--- config.mk ---
export PLATFORM = sky130hd
export DESIGN_NAME = instr_encoder
export DESIGN_NICKNAME = d
export VERILOG_FILES = /design/src/rtl/instr_encoder_pkg.sv /design/src/rtl/instr_encoder_pack.sv /design/src/rtl/instr_encoder.sv
export SDC_FILE = /design/constraint.sdc
export NUM_CORES = 1
export LEC_CHECK = 0
export ABC_AREA = 0
export CORE_ASPECT_RATIO = 1.75
export CORE_MARGIN = 10
export CORE_UTILIZATION = 51
export DETAILED_ROUTE_END_ITERATION = 8
export GPL_TIMING_DRIVEN = 1
export MAX_ROUTING_LAYER = met4
export PLACE_DENSITY = 0.8
export SLEW_MARGIN = 10
export SYNTH_ARGS = -nofsm -noshare
export SYNTH_HDL_FRONTEND = slang
export SYNTH_SLANG_ARGS = --single-unit
--- constraint.sdc ---
create_clock -name clk -period 5.7 [get_ports clk]
set_clock_uncertainty 0.15 [all_clocks]
set_input_delay 1.14 -clock clk [delete_from_list [all_inputs] [get_ports clk]]
set_output_delay 1.14 -clock clk [all_outputs]
set_load 0.05 [all_outputs]
--- src/rtl/instr_encoder_pkg.sv ---
// rtl/instr_encoder_pkg.sv - RV32I opcode constants, format codes and pipeline request record
package instr_encoder_pkg;

    localparam logic [6:0] INST_TYPE_I  = 7'b0010011;
    localparam logic [6:0] INST_TYPE_L  = 7'b0000011;
    localparam logic [6:0] INST_TYPE_JI = 7'b1100111;
    localparam logic [6:0] INST_TYPE_S  = 7'b0100011;
    localparam logic [6:0] INST_TYPE_B  = 7'b1100011;
    localparam logic [6:0] INST_LUI     = 7'b0110111;
    localparam logic [6:0] INST_AUIPC   = 7'b0010111;
    localparam logic [6:0] INST_JAL     = 7'b1101111;
    localparam logic [6:0] INST_TYPE_R  = 7'b0110011;

    localparam logic [31:0] INST_NOP = 32'h00000013;

    localparam logic [2:0] FMT_I   = 3'd0;
    localparam logic [2:0] FMT_S   = 3'd1;
    localparam logic [2:0] FMT_B   = 3'd2;
    localparam logic [2:0] FMT_U   = 3'd3;
    localparam logic [2:0] FMT_J   = 3'd4;
    localparam logic [2:0] FMT_R   = 3'd5;
    localparam logic [2:0] FMT_BAD = 3'd6;

    typedef struct packed {
        logic [2:0]  fmt;
        logic [6:0]  opcode;
        logic [4:0]  rd;
        logic [4:0]  rs1;
        logic [4:0]  rs2;
        logic [2:0]  funct3;
        logic [6:0]  funct7;
        logic [31:0] imm;
    } req_t;

    function automatic logic [2:0] fmt_of(input logic [6:0] op);
        case (op)
            INST_TYPE_I, INST_TYPE_L, INST_TYPE_JI: fmt_of = FMT_I;
            INST_TYPE_S:                            fmt_of = FMT_S;
            INST_TYPE_B:                            fmt_of = FMT_B;
            INST_LUI, INST_AUIPC:                   fmt_of = FMT_U;
            INST_JAL:                               fmt_of = FMT_J;
            INST_TYPE_R:                            fmt_of = FMT_R;
            default:                                fmt_of = FMT_BAD;
        endcase
    endfunction

endpackage

--- src/rtl/instr_encoder_pack.sv ---
// rtl/instr_encoder_pack.sv - combinational field packer and immediate range check
module instr_pack
    import instr_encoder_pkg::*;
(
    input  req_t        req,
    output logic [31:0] word,
    output logic        range_err
);

    logic [31:0] imm;
    logic [31:0] raw;

    always_comb begin
        imm       = req.imm;
        raw       = {25'b0, req.opcode};
        range_err = 1'b0;
        case (req.fmt)
            FMT_I: begin
                range_err = (imm[31:11] != {21{imm[11]}});
                raw = {imm[11:0], req.rs1, req.funct3, req.rd, req.opcode};
            end
            FMT_S: begin
                range_err = (imm[31:11] != {21{imm[11]}});
                raw = {imm[11:5], req.rs2, req.rs1, req.funct3, imm[4:0], req.opcode};
            end
            FMT_B: begin
                range_err = (imm[31:12] != {20{imm[12]}}) | imm[0];
                raw = {imm[12], imm[10:5], req.rs2, req.rs1, req.funct3,
                       imm[4:1], imm[11], req.opcode};
            end
            FMT_U: begin
                range_err = (imm[11:0] != 12'd0);
                raw = {imm[31:12], req.rd, req.opcode};
            end
            FMT_J: begin
                range_err = (imm[31:20] != {12{imm[20]}}) | imm[0];
                raw = {imm[20], imm[10:1], imm[11], imm[19:12], req.rd, req.opcode};
            end
            FMT_R: begin
                raw = {req.funct7, req.rs2, req.rs1, req.funct3, req.rd, req.opcode};
            end
            default: range_err = 1'b1;
        endcase
        // Illegal requests still emit a harmless word so the consumer never sees garbage.
        word = range_err ? INST_NOP : raw;
    end

endmodule

--- src/rtl/instr_encoder.sv ---
// rtl/instr_encoder.sv - two-stage valid/ready RV32I instruction encoder with error counter
module instr_encoder
    import instr_encoder_pkg::*;
#(
    parameter int BITWIDTH = 32,
    parameter int ERRCNT_W = 16
) (
    input  logic                clk,
    input  logic                rst,
    input  logic                in_valid,
    output logic                in_ready,
    input  logic [6:0]          in_opcode,
    input  logic [4:0]          in_rd,
    input  logic [4:0]          in_rs1,
    input  logic [4:0]          in_rs2,
    input  logic [2:0]          in_funct3,
    input  logic [6:0]          in_funct7,
    input  logic [BITWIDTH-1:0] in_imm,
    output logic                out_valid,
    input  logic                out_ready,
    output logic [BITWIDTH-1:0] out_instr,
    output logic                out_err,
    output logic [ERRCNT_W-1:0] err_cnt
);

    logic        s1_valid;
    req_t        s1_req;
    logic        s2_ready;
    logic [31:0] pack_word;
    logic        pack_err;

    // S2 can take a new word when empty or when its current word leaves this cycle.
    assign s2_ready = !out_valid || out_ready;
    assign in_ready = !s1_valid || s2_ready;

    always_ff @(posedge clk or posedge rst) begin
        if (rst) begin
            s1_valid <= 1'b0;
            s1_req   <= '0;
        end else if (in_ready) begin
            s1_valid <= in_valid;
            if (in_valid) begin
                s1_req.fmt    <= fmt_of(in_opcode);
                s1_req.opcode <= in_opcode;
                s1_req.rd     <= in_rd;
                s1_req.rs1    <= in_rs1;
                s1_req.rs2    <= in_rs2;
                s1_req.funct3 <= in_funct3;
                s1_req.funct7 <= in_funct7;
                s1_req.imm    <= in_imm;
            end
        end
    end

    instr_pack u_pack (
        .req       (s1_req),
        .word      (pack_word),
        .range_err (pack_err)
    );

    always_ff @(posedge clk or posedge rst) begin
        if (rst) begin
            out_valid <= 1'b0;
            out_instr <= '0;
            out_err   <= 1'b0;
        end else if (s2_ready) begin
            out_valid <= s1_valid;
            if (s1_valid) begin
                out_instr <= pack_word;
                out_err   <= pack_err;
            end
        end
    end

    always_ff @(posedge clk or posedge rst) begin
        if (rst) begin
            err_cnt <= '0;
        end else if (out_valid && out_ready && out_err && (err_cnt != {ERRCNT_W{1'b1}})) begin
            err_cnt <= err_cnt + 1'b1;
        end
    end

endmodule

==> After elaboration in Yosys (flattened, before gate mapping) <==
Index checks and enable logic that the tools add are counted.
{ "word_totals": {"ff_bits": 118, "n_memories": 0, "rom_bits": 0, "elab_cells": 52, "in_bits": 68, "output_inout_bits": 51, "latchBits": 0, "ramBits": 0} }
{ "classes": {"eq_ne": 18, "shift": 0, "n_div": 0, "n_mux": 4, "add_sub_neg": 1, "bitwise": 2, "mul": 0, "n_reduce_logical": 14, "n_lt_le_gt_ge": 0} }
{ "ops": {"columns": ["cell", "n"], "rows": [
  ["$pmux W32 S6", 1],
  ["$mux W32", 1],
  ["$eq A7 B6 Y1 const B", 3],
  ["$eq A7 B7 Y1 const B", 3],
  ["$ne A20 B20 Y1", 1],
  ["$ne A19 B19 Y1", 1],
  ["$pmux W3 S6", 1],
  ["$add A16 B1 Y16 const B", 1],
  ["$ne A16 B16 Y1 const B", 1],
  ["$eq A7 B5 Y1 const B", 2],
  ["$reduce_bool A12 Y1", 1],
  ["$ne A11 B11 Y1", 1],
  ["$eq A7 B2 Y1 const B", 1],
  ["$eq A3 B2 Y1 const B", 2],
  ["$eq A3 B3 Y1 const B", 2],
  ["$pmux W1 S5", 1],
  ["$reduce_and A2 Y1", 2],
  ["$reduce_or A2 Y1", 2],
  ["$eq A3 B1 Y1 const B", 1],
  ["$logic_and A1 B1 Y1", 3],
  ["$logic_not A3 Y1", 1],
  ["$reduce_or A3 Y1", 1],
  ["$logic_not A1 Y1", 2],
  ["$logic_or A1 B1 Y1", 2],
  ["$or A1 B1 Y1", 2]
]} }

==> Depth between registers and ports, before layout <==
Gate-level depths: netlist of the first run.
{ "depth": {"word_depth": 4, "ltp_mapped": 8, "ltp_nobuf": 6} }

==> Cells and area by module <==
A second synthesis of the first run with hierarchy kept.
{ "unflattened": {"hier_cells": 510, "area_unflattened_um2": 5993.2} }
{ "modules_own_cells": {"columns": ["mod", "area_each_um2", "instances", "seq_area_each_um2", "cells_each"], "rows": [
  ["instr_encoder", 4683.2, 1, 2952.8, 310],
  ["instr_pack", 1310.0, 1, 0.0, 200]
]} }

==> Worst setup path after synthesis of the first run <==
Ideal clock, no wire load.
{ "synth_timing": {"path_type": "input port to flip-flop", "from": "input port out_ready", "to": "register s1_req[0] (netlist name)", "path_stages": 5, "setup_time_ns": 0.125, "n_path_buf": 2, "required_time_ns": 5.425, "path_slack_ns": 2.392, "t_arrival_ns": 3.033, "path_cell_list": "nand3b_1 > nand2_1 > buf_1 > buf_1 > mux2_2"} }
{ "synth_between": {"elab_chain_len": 3} }
{ "synth_rtl": {"columns": ["element", "line", "rtl"], "rows": [
  ["start, declared", "instr_encoder.sv:20", "input logic out_ready,"],
  ["$logic_or A1 B1 Y1", "instr_encoder.sv:33", "assign s2_ready = !out_valid || out_ready;"],
  ["$logic_or A1 B1 Y1", "instr_encoder.sv:34", "assign in_ready = !s1_valid || s2_ready;"],
  ["$reduce_and A2 Y1 (no line)", null, null]
]} }
Every way passes these cells.
A chain may end at the register's enable or synchronous reset.

==> Final worst setup path of the first run <==
{ "layout_timing": {"from": "input port out_ready", "to": "output port in_ready"} }
{ "layout_between": {"elab_chain_len": 2} }
{ "layout_rtl": {"columns": ["element", "line", "rtl"], "rows": [
  ["$logic_or A1 B1 Y1", "instr_encoder.sv:33", null],
  ["$logic_or A1 B1 Y1", "instr_encoder.sv:34", null],
  ["end, declared", "instr_encoder.sv:11", "output logic in_ready,"]
]} }
Every way passes these cells.

==> impl_metrics.yaml, run 1 <==
status:
  outcome: "complete, no violations"
floorplanning:
  std_cell_rows: 51
  start_util_pct: 51.7
  fp.dieH_um: 160
  core-area_mm2: 0.0110
  die_w_um: 100
  die-area_mm2: 0.0160
  io_pins: 119
yosys:
  ys_seq_area_share_pct: 51.7
  synthSimpleGateAreaFrac_pct: 13.5
  synthArstFlopShare_pct: 100
  synth-edff-count: 0
  ys.flop_type: "dfrtp_1"
  ys_ff_latch: 118
  synth_fa_ha_area_share_pct: 0.219
  synth_xor_area_share_pct: 1.99
  syn-num-nets: 582
  synth_compound_area_share_pct: 13.3
  synth_top_family_by_area: "multiplexers"
  netlist_instances: 513
  synth_cell_types: 47
  yosysTopAreaCell: "dfrtp_1"
  ys_warn_count: 0
  synth.area.mux_share_pct: 16.4
  synthTopCellsByArea: "dfrtp_1 (52%), mux2_2 (13%), nand2_1 (3.2%)"
  synth_top_cell_area_share_pct: 51.7
  syn-cell-area_mm2: 0.00571
  postSynthAreaPerCell_um2: 11.1
detailed_routing:
  first_pass_iters: 5
  postRouteAntennaNets: 0
  drc: 0
  viasPerCell: 5.97
  num_vias: 4568
  drtIter0Drc: 338
  wl_mm: 15.6
  drt-wirelength-per-cell_um: 20.3
global_route:
  antenna_found_initial: 0
  grt_pass1_vias: 4737
  gr-total-overflow: 0
  grt_max_degree: 83
  grt_usage_pct: 20.0
  grt_pass1_wl_mm: 24.6
worst_hold_path:
  hold_path_class: "reg -> reg"
sta:
  worst_pin_slew_ps: 1070
  max_freq_mhz: 251
  fin_crit_sh_pct: 69.8
  setup_viol: 0
  slew_violations: 0
  post-route-min-period_ps: 3980
  worst_slew_margin_rel_pct: 28.3
  fin_setup_tns_ps: 0
  rsz0062_at_grt: "false"
  setup_ws_ps: 1720
  hold_violations: 0
job:
  cap_viol_max_count: 0
cells_and_area:
  n_antenna_cell: 0
  final_common_cell: "clkdlybuf4s50_1"
  final_cell_mix: "clkdlybuf4s50_1 (118), dfrtp_1 (117), mux2_2 (67)"
  synthToLayoutAreaGrowth_pct: 32.0
  layout.nets: 690
  fillers: 830
  seqCellArea_mm2: 0.00295
  multi_input_area_mm2: 0.00259
  drive_gt1_share_pct: 16.9
  fin_util_pct: 68.3
clock_tree:
  cts-root-buf: "clkbuf_16"
  hold_buffers: 0
  cts_resized: 0
  post_cts_buffers: 0
  cts_tree: "yes"
  cts.clk_slew.worst_paths_ps: 50
  cts_buffers: 17
  clock_path_buffers: 2
  clkLatencyLatePin_ps: 420
  cts_max_level: 4
  clock_sinks: 118
critical_path:
  crit_top_cell: "clkdlybuf4s50_1"
  crit_chain: "clkdlybuf4s50_1 -> nand3b_1 -> clkdlybuf4s50_1"
  path_max_fanout: 4
  critical_path_class: "in -> out"
  crit_buf_inv: 2
  cpLargestDelayFamily: "buffers and inverters"
  critPathCaptureType: "output port"
  critPathSlowestCell: "clkdlybuf4s50_1"
  cpPeakStageDelay_ps: 840
  start_kind: "input pin"
  worstPathArrival_ps: 2690
  required_ps: 4410
pwr:
  p_leak_nw: 3.01
  ir_drop_uv: 336
  finalPower_w: 0.00266
  powerDensity_mw_per_mm2: 353
placement:
  dp.final_hpwl_mm: 11.2
  port_buffers: 118
  gp_congestion: 0.881
  dp_slack_ps: 1680
stage by stage:
stage          hold slack, ps  cell area, um2  instances
3_5_place_dp              314            6960        733
6_report                  325            7540        765
2_1_floorplan             321            5710        513
3_3_place_gp              316            6960        733
4_1_cts                   326            7520        764
5_1_grt                   363            7540        765
layer usage:
metal,vias to the layer above,GRT usage (%),wire length (um)
met5,-,-,0
met4,0,9.81,599
met3,39,5.75,807
met2,175,33.6,8400
met1,2238,20.7,5750
li1,2116,-,-
worst reg2reg max path: stages (launching register included):
cell     delay [ps]
dfrtp_1        1020
nor2_1          420
o41a_1          240
nand2_1         100
nand4_1         840
o31ai_1         610
cells in the mapped netlist (4+ instances only):
library cell and n:
buf_1 11, o21ai_0 17, or3_1 6, mux2i_1 18, o31ai_1 24, a22oi_1 8, inv_1 8, nand3_1 18
xnor2_1 5, a31oi_1 15, mux2_2 67, o221ai_1 8, xor2_1 8, nor4_1 5, nor2b_1 18, nand4_1 7
o22a_1 13, clkbuf_1 20, o41ai_1 5, nand2_1 49, nor3_1 10, nor2_1 17, nand2b_1 5, dfrtp_1 118
o32a_1 4
state kept, by name, summed over array words and instances (netlist names):
register	cells
s1_req	67
out_instr	32
err_cnt	16
out_err	1
out_valid	1
s1_valid	1
area by class of cell:
| cell class | count | area share, % |
|---|---|---|
| flip-flops and latches | 118 | 39.2 |
| multi-input cells | 353 | 34.4 |
| repair buffers | 123 | 16.3 |
| clock buffers | 22 | 6.16 |
| well taps | 132 | 2.19 |
| clock inverters | 9 | 1.36 |
| inverters | 8 | 0.432 |
worst paths after layout:
check	from	endpoint	slack, ps	cells after the start
min in group asynchronous	rst	out_instr[0]	1130	2
worst max register to register	s1_req[65]	out_instr[17]	2200	5
worst max-delay path	out_ready	in_ready	1720	3
worst min-delay path	out_instr[16]	out_instr[16]	330	2
worst min register to register	out_instr[16]	out_instr[16]	330	2
max in group asynchronous	rst	s1_req[16]	3190	3
power breakdown:
group | total, W | switching, W | internal (W)
clock | 0.00102 | 0.000357 | 0.000659
combinational | 0.000572 | 0.000320 | 0.000253
sequential | 0.00107 | 0.000125 | 0.000945
total | 0.00266 | 0.000802 | 0.00186
cells by family after synthesis:
| family | after synthesis |
|---|---|
| AND/OR/NAND/NOR | 151 |
| buffers and inverters | 42 |
| multiplexers | 85 |
| XOR/XNOR | 13 |
| adder cells (fa/ha/maj) | 1 |
| AO/OA/AOI/OAI | 103 |
| flip-flops | 118 |
(Power assumes the default switching activity.)
==> inputs of run 2 (changes only) <==
==> constraint.sdc (replaced) <==
create_clock -name clk -period 4.1 [get_ports clk]
set_clock_uncertainty 0.15 [all_clocks]
set_input_delay 0.82 -clock clk [delete_from_list [all_inputs] [get_ports clk]]
set_output_delay 0.82 -clock clk [all_outputs]
set_load 0.05 [all_outputs]
==> run 2 against run 1 <==
  * Hold slack about the same
  * Combinational power increased by 41%
  * Flip-flop and latch count unchanged
  * Final area rose by 1.9%
  * Routed wire length increased by 3.7%
  * Critical path depth did not move
  * Final cell count rose by 0.39%
  * Sequential power increased by 39%
  * Critical endpoint unchanged
==> impl_metrics.yaml, run 2 (synthesis gave the netlist of run 1 again) <==
cells_and_area:
  n_antenna_cell: 0
  synthToLayoutAreaGrowth_pct: 34.6
  top_register: "s1_req"
  drive_gt1_share_pct: 17.6
  largest_reg_flops: 67
  post_layout_nonfiller_instances: 768
  fin_util_pct: 69.6
  largestRegisters: "s1_req x67, out_instr x32, err_cnt x16"
  final_common_cell: "clkdlybuf4s50_1"
  final_cell_mix: "clkdlybuf4s50_1 (118), dfrtp_1 (117), mux2_2 (67)"
  layout.nets: 692
global_route:
  gr-total-overflow: 0
  grt_pass1_wl_mm: 26.1
  grt_pass1_vias: 4943
  grt_max_degree: 70
  grt_usage_pct: 20.9
  antenna_found_initial: 0
floorplanning:
  std_cell_rows: 51
  die_w_um: 100
  fp.dieH_um: 160
  core-area_mm2: 0.0110
  io_pins: 119
  start_util_pct: 51.7
  die-area_mm2: 0.0160
job:
  cap_viol_max_count: 0
sta:
  worst_slew_margin_rel_pct: 47.3
  setup_viol: 0
  slew_violations: 0
  worst_pin_slew_ps: 789
  fin_crit_sh_pct: 81.8
  fin_setup_tns_ps: 0
  rsz0062_at_grt: "false"
  hold_violations: 0
  post-route-min-period_ps: 3350
  max_freq_mhz: 298
pwr:
  powerDensity_mw_per_mm2: 520
  p_seq_share_pct: 37.2
  p_sw_share_pct: 29.0
  clockPowerShare_pct: 42.6
  internal_power_w: 0.00284
  p_leak_nw: 3.07
  p_sw_w: 0.00116
  combPwrFrac_pct: 20.2
  ir_drop_uv: 378
clock_tree:
  cts_tree: "yes"
  cts_buffers: 17
  clock_sinks: 118
  cts.clk_slew.worst_paths_ps: 50
  clock_path_buffers: 2
  clkLatencyLatePin_ps: 410
  cts-root-buf: "clkbuf_16"
  post_cts_buffers: 0
  cts_max_level: 4
  hold_buffers: 0
  cts_resized: 0
detailed_routing:
  first_pass_iters: 5
  drtIter0Drc: 319
  drt-wirelength-per-cell_um: 21.0
  num_vias: 4677
  postRouteAntennaNets: 0
  wl_mm: 16.1
  viasPerCell: 6.09
  drc: 0
placement:
  gp_congestion: 0.890
  dp.cells: 736
  dp.final_hpwl_mm: 11.3
  port_buffers: 118
critical_path:
  worstPathArrival_ps: 2380
  start_kind: "input pin"
  critical_path_class: "in -> out"
  path_max_fanout: 4
  regToRegSetupSlack_ps: 1130
  reg2regPathDepth: 6
  timing.rr.start: "s1_req[25]"
  worstReg2RegEnd: "out_instr[17]"
  required_ps: 3130
  startpoint: "out_ready"
  critPathCaptureType: "output port"
  worstSetupEndpoint: "in_ready"
status:
  outcome: "complete, no violations"
worst_hold_path:
  hold_start: "out_instr[31]"
  hold_path_class: "reg -> reg"
==> run 2: power groups by stage <==
stage | clock network (W) | logic [W] | registers (W)
detailed placement | 0 | 0.000801 | 0.00150
CTS | 0.00172 | 0.000815 | 0.00148
global route | 0.00178 | 0.000864 | 0.00150
floorplan | 0 | 0.000375 | 0.00161
finish | 0.00170 | 0.000808 | 0.00149
global placement | 0 | 0.000781 | 0.00148
==> run 2: metrics by stage <==
step	power, W	setup WS [ps]	hold slack, ps	cell area (um2)
after floorplan	0.00199	0.882	321	5710
after global placement	0.00227	784	315	7000
after detailed placement	0.00230	749	315	7000
after CTS	0.00401	741	326	7680
after global routing	0.00414	684	361	7680
final	0.00399	746	326	7680
==> run 2: worst min path at each step <==
| stage | endpoint | slack [ps] | depth (start not counted) |
|---|---|---|---|
| after floorplan | out_valid | 320 | 1 |
| after CTS | out_instr[31] | 330 | 2 |
| after global routing | out_instr[27] | 360 | 2 |
| after detailed placement | out_instr[31] | 310 | 2 |
| final | out_instr[31] | 330 | 2 |
| after global placement | out_instr[15] | 310 | 2 |
==> run 2: layer usage <==
layer / GRT usage [%] / vias to the layer above / routed length [um]
met5: - / - / 0
met4: 11.2 / 0 / 663
met1: 21.8 / 2304 / 5970
met2: 35.2 / 200 / 8600
met3: 4.88 / 45 / 897
li1: - / 2128 / -
==> run 2: worst max-delay path: stages <==
cell	delay (ps)
clkdlybuf4s50_1	490
nand3b_1	210
clkdlybuf4s50_1	850
==> run 2: final cells by class <==
| class | count | area (um2) |
|---|---|---|
| clock buffer | 20 | 457 |
| inverter | 8 | 32.5 |
| fill | 810 | 3360 |
| tap | 132 | 165 |
| clock inverter | 12 | 224 |
| sequential | 118 | 2950 |
| multi-input combinational | 353 | 2590 |
| timing repair buffer | 125 | 1260 |
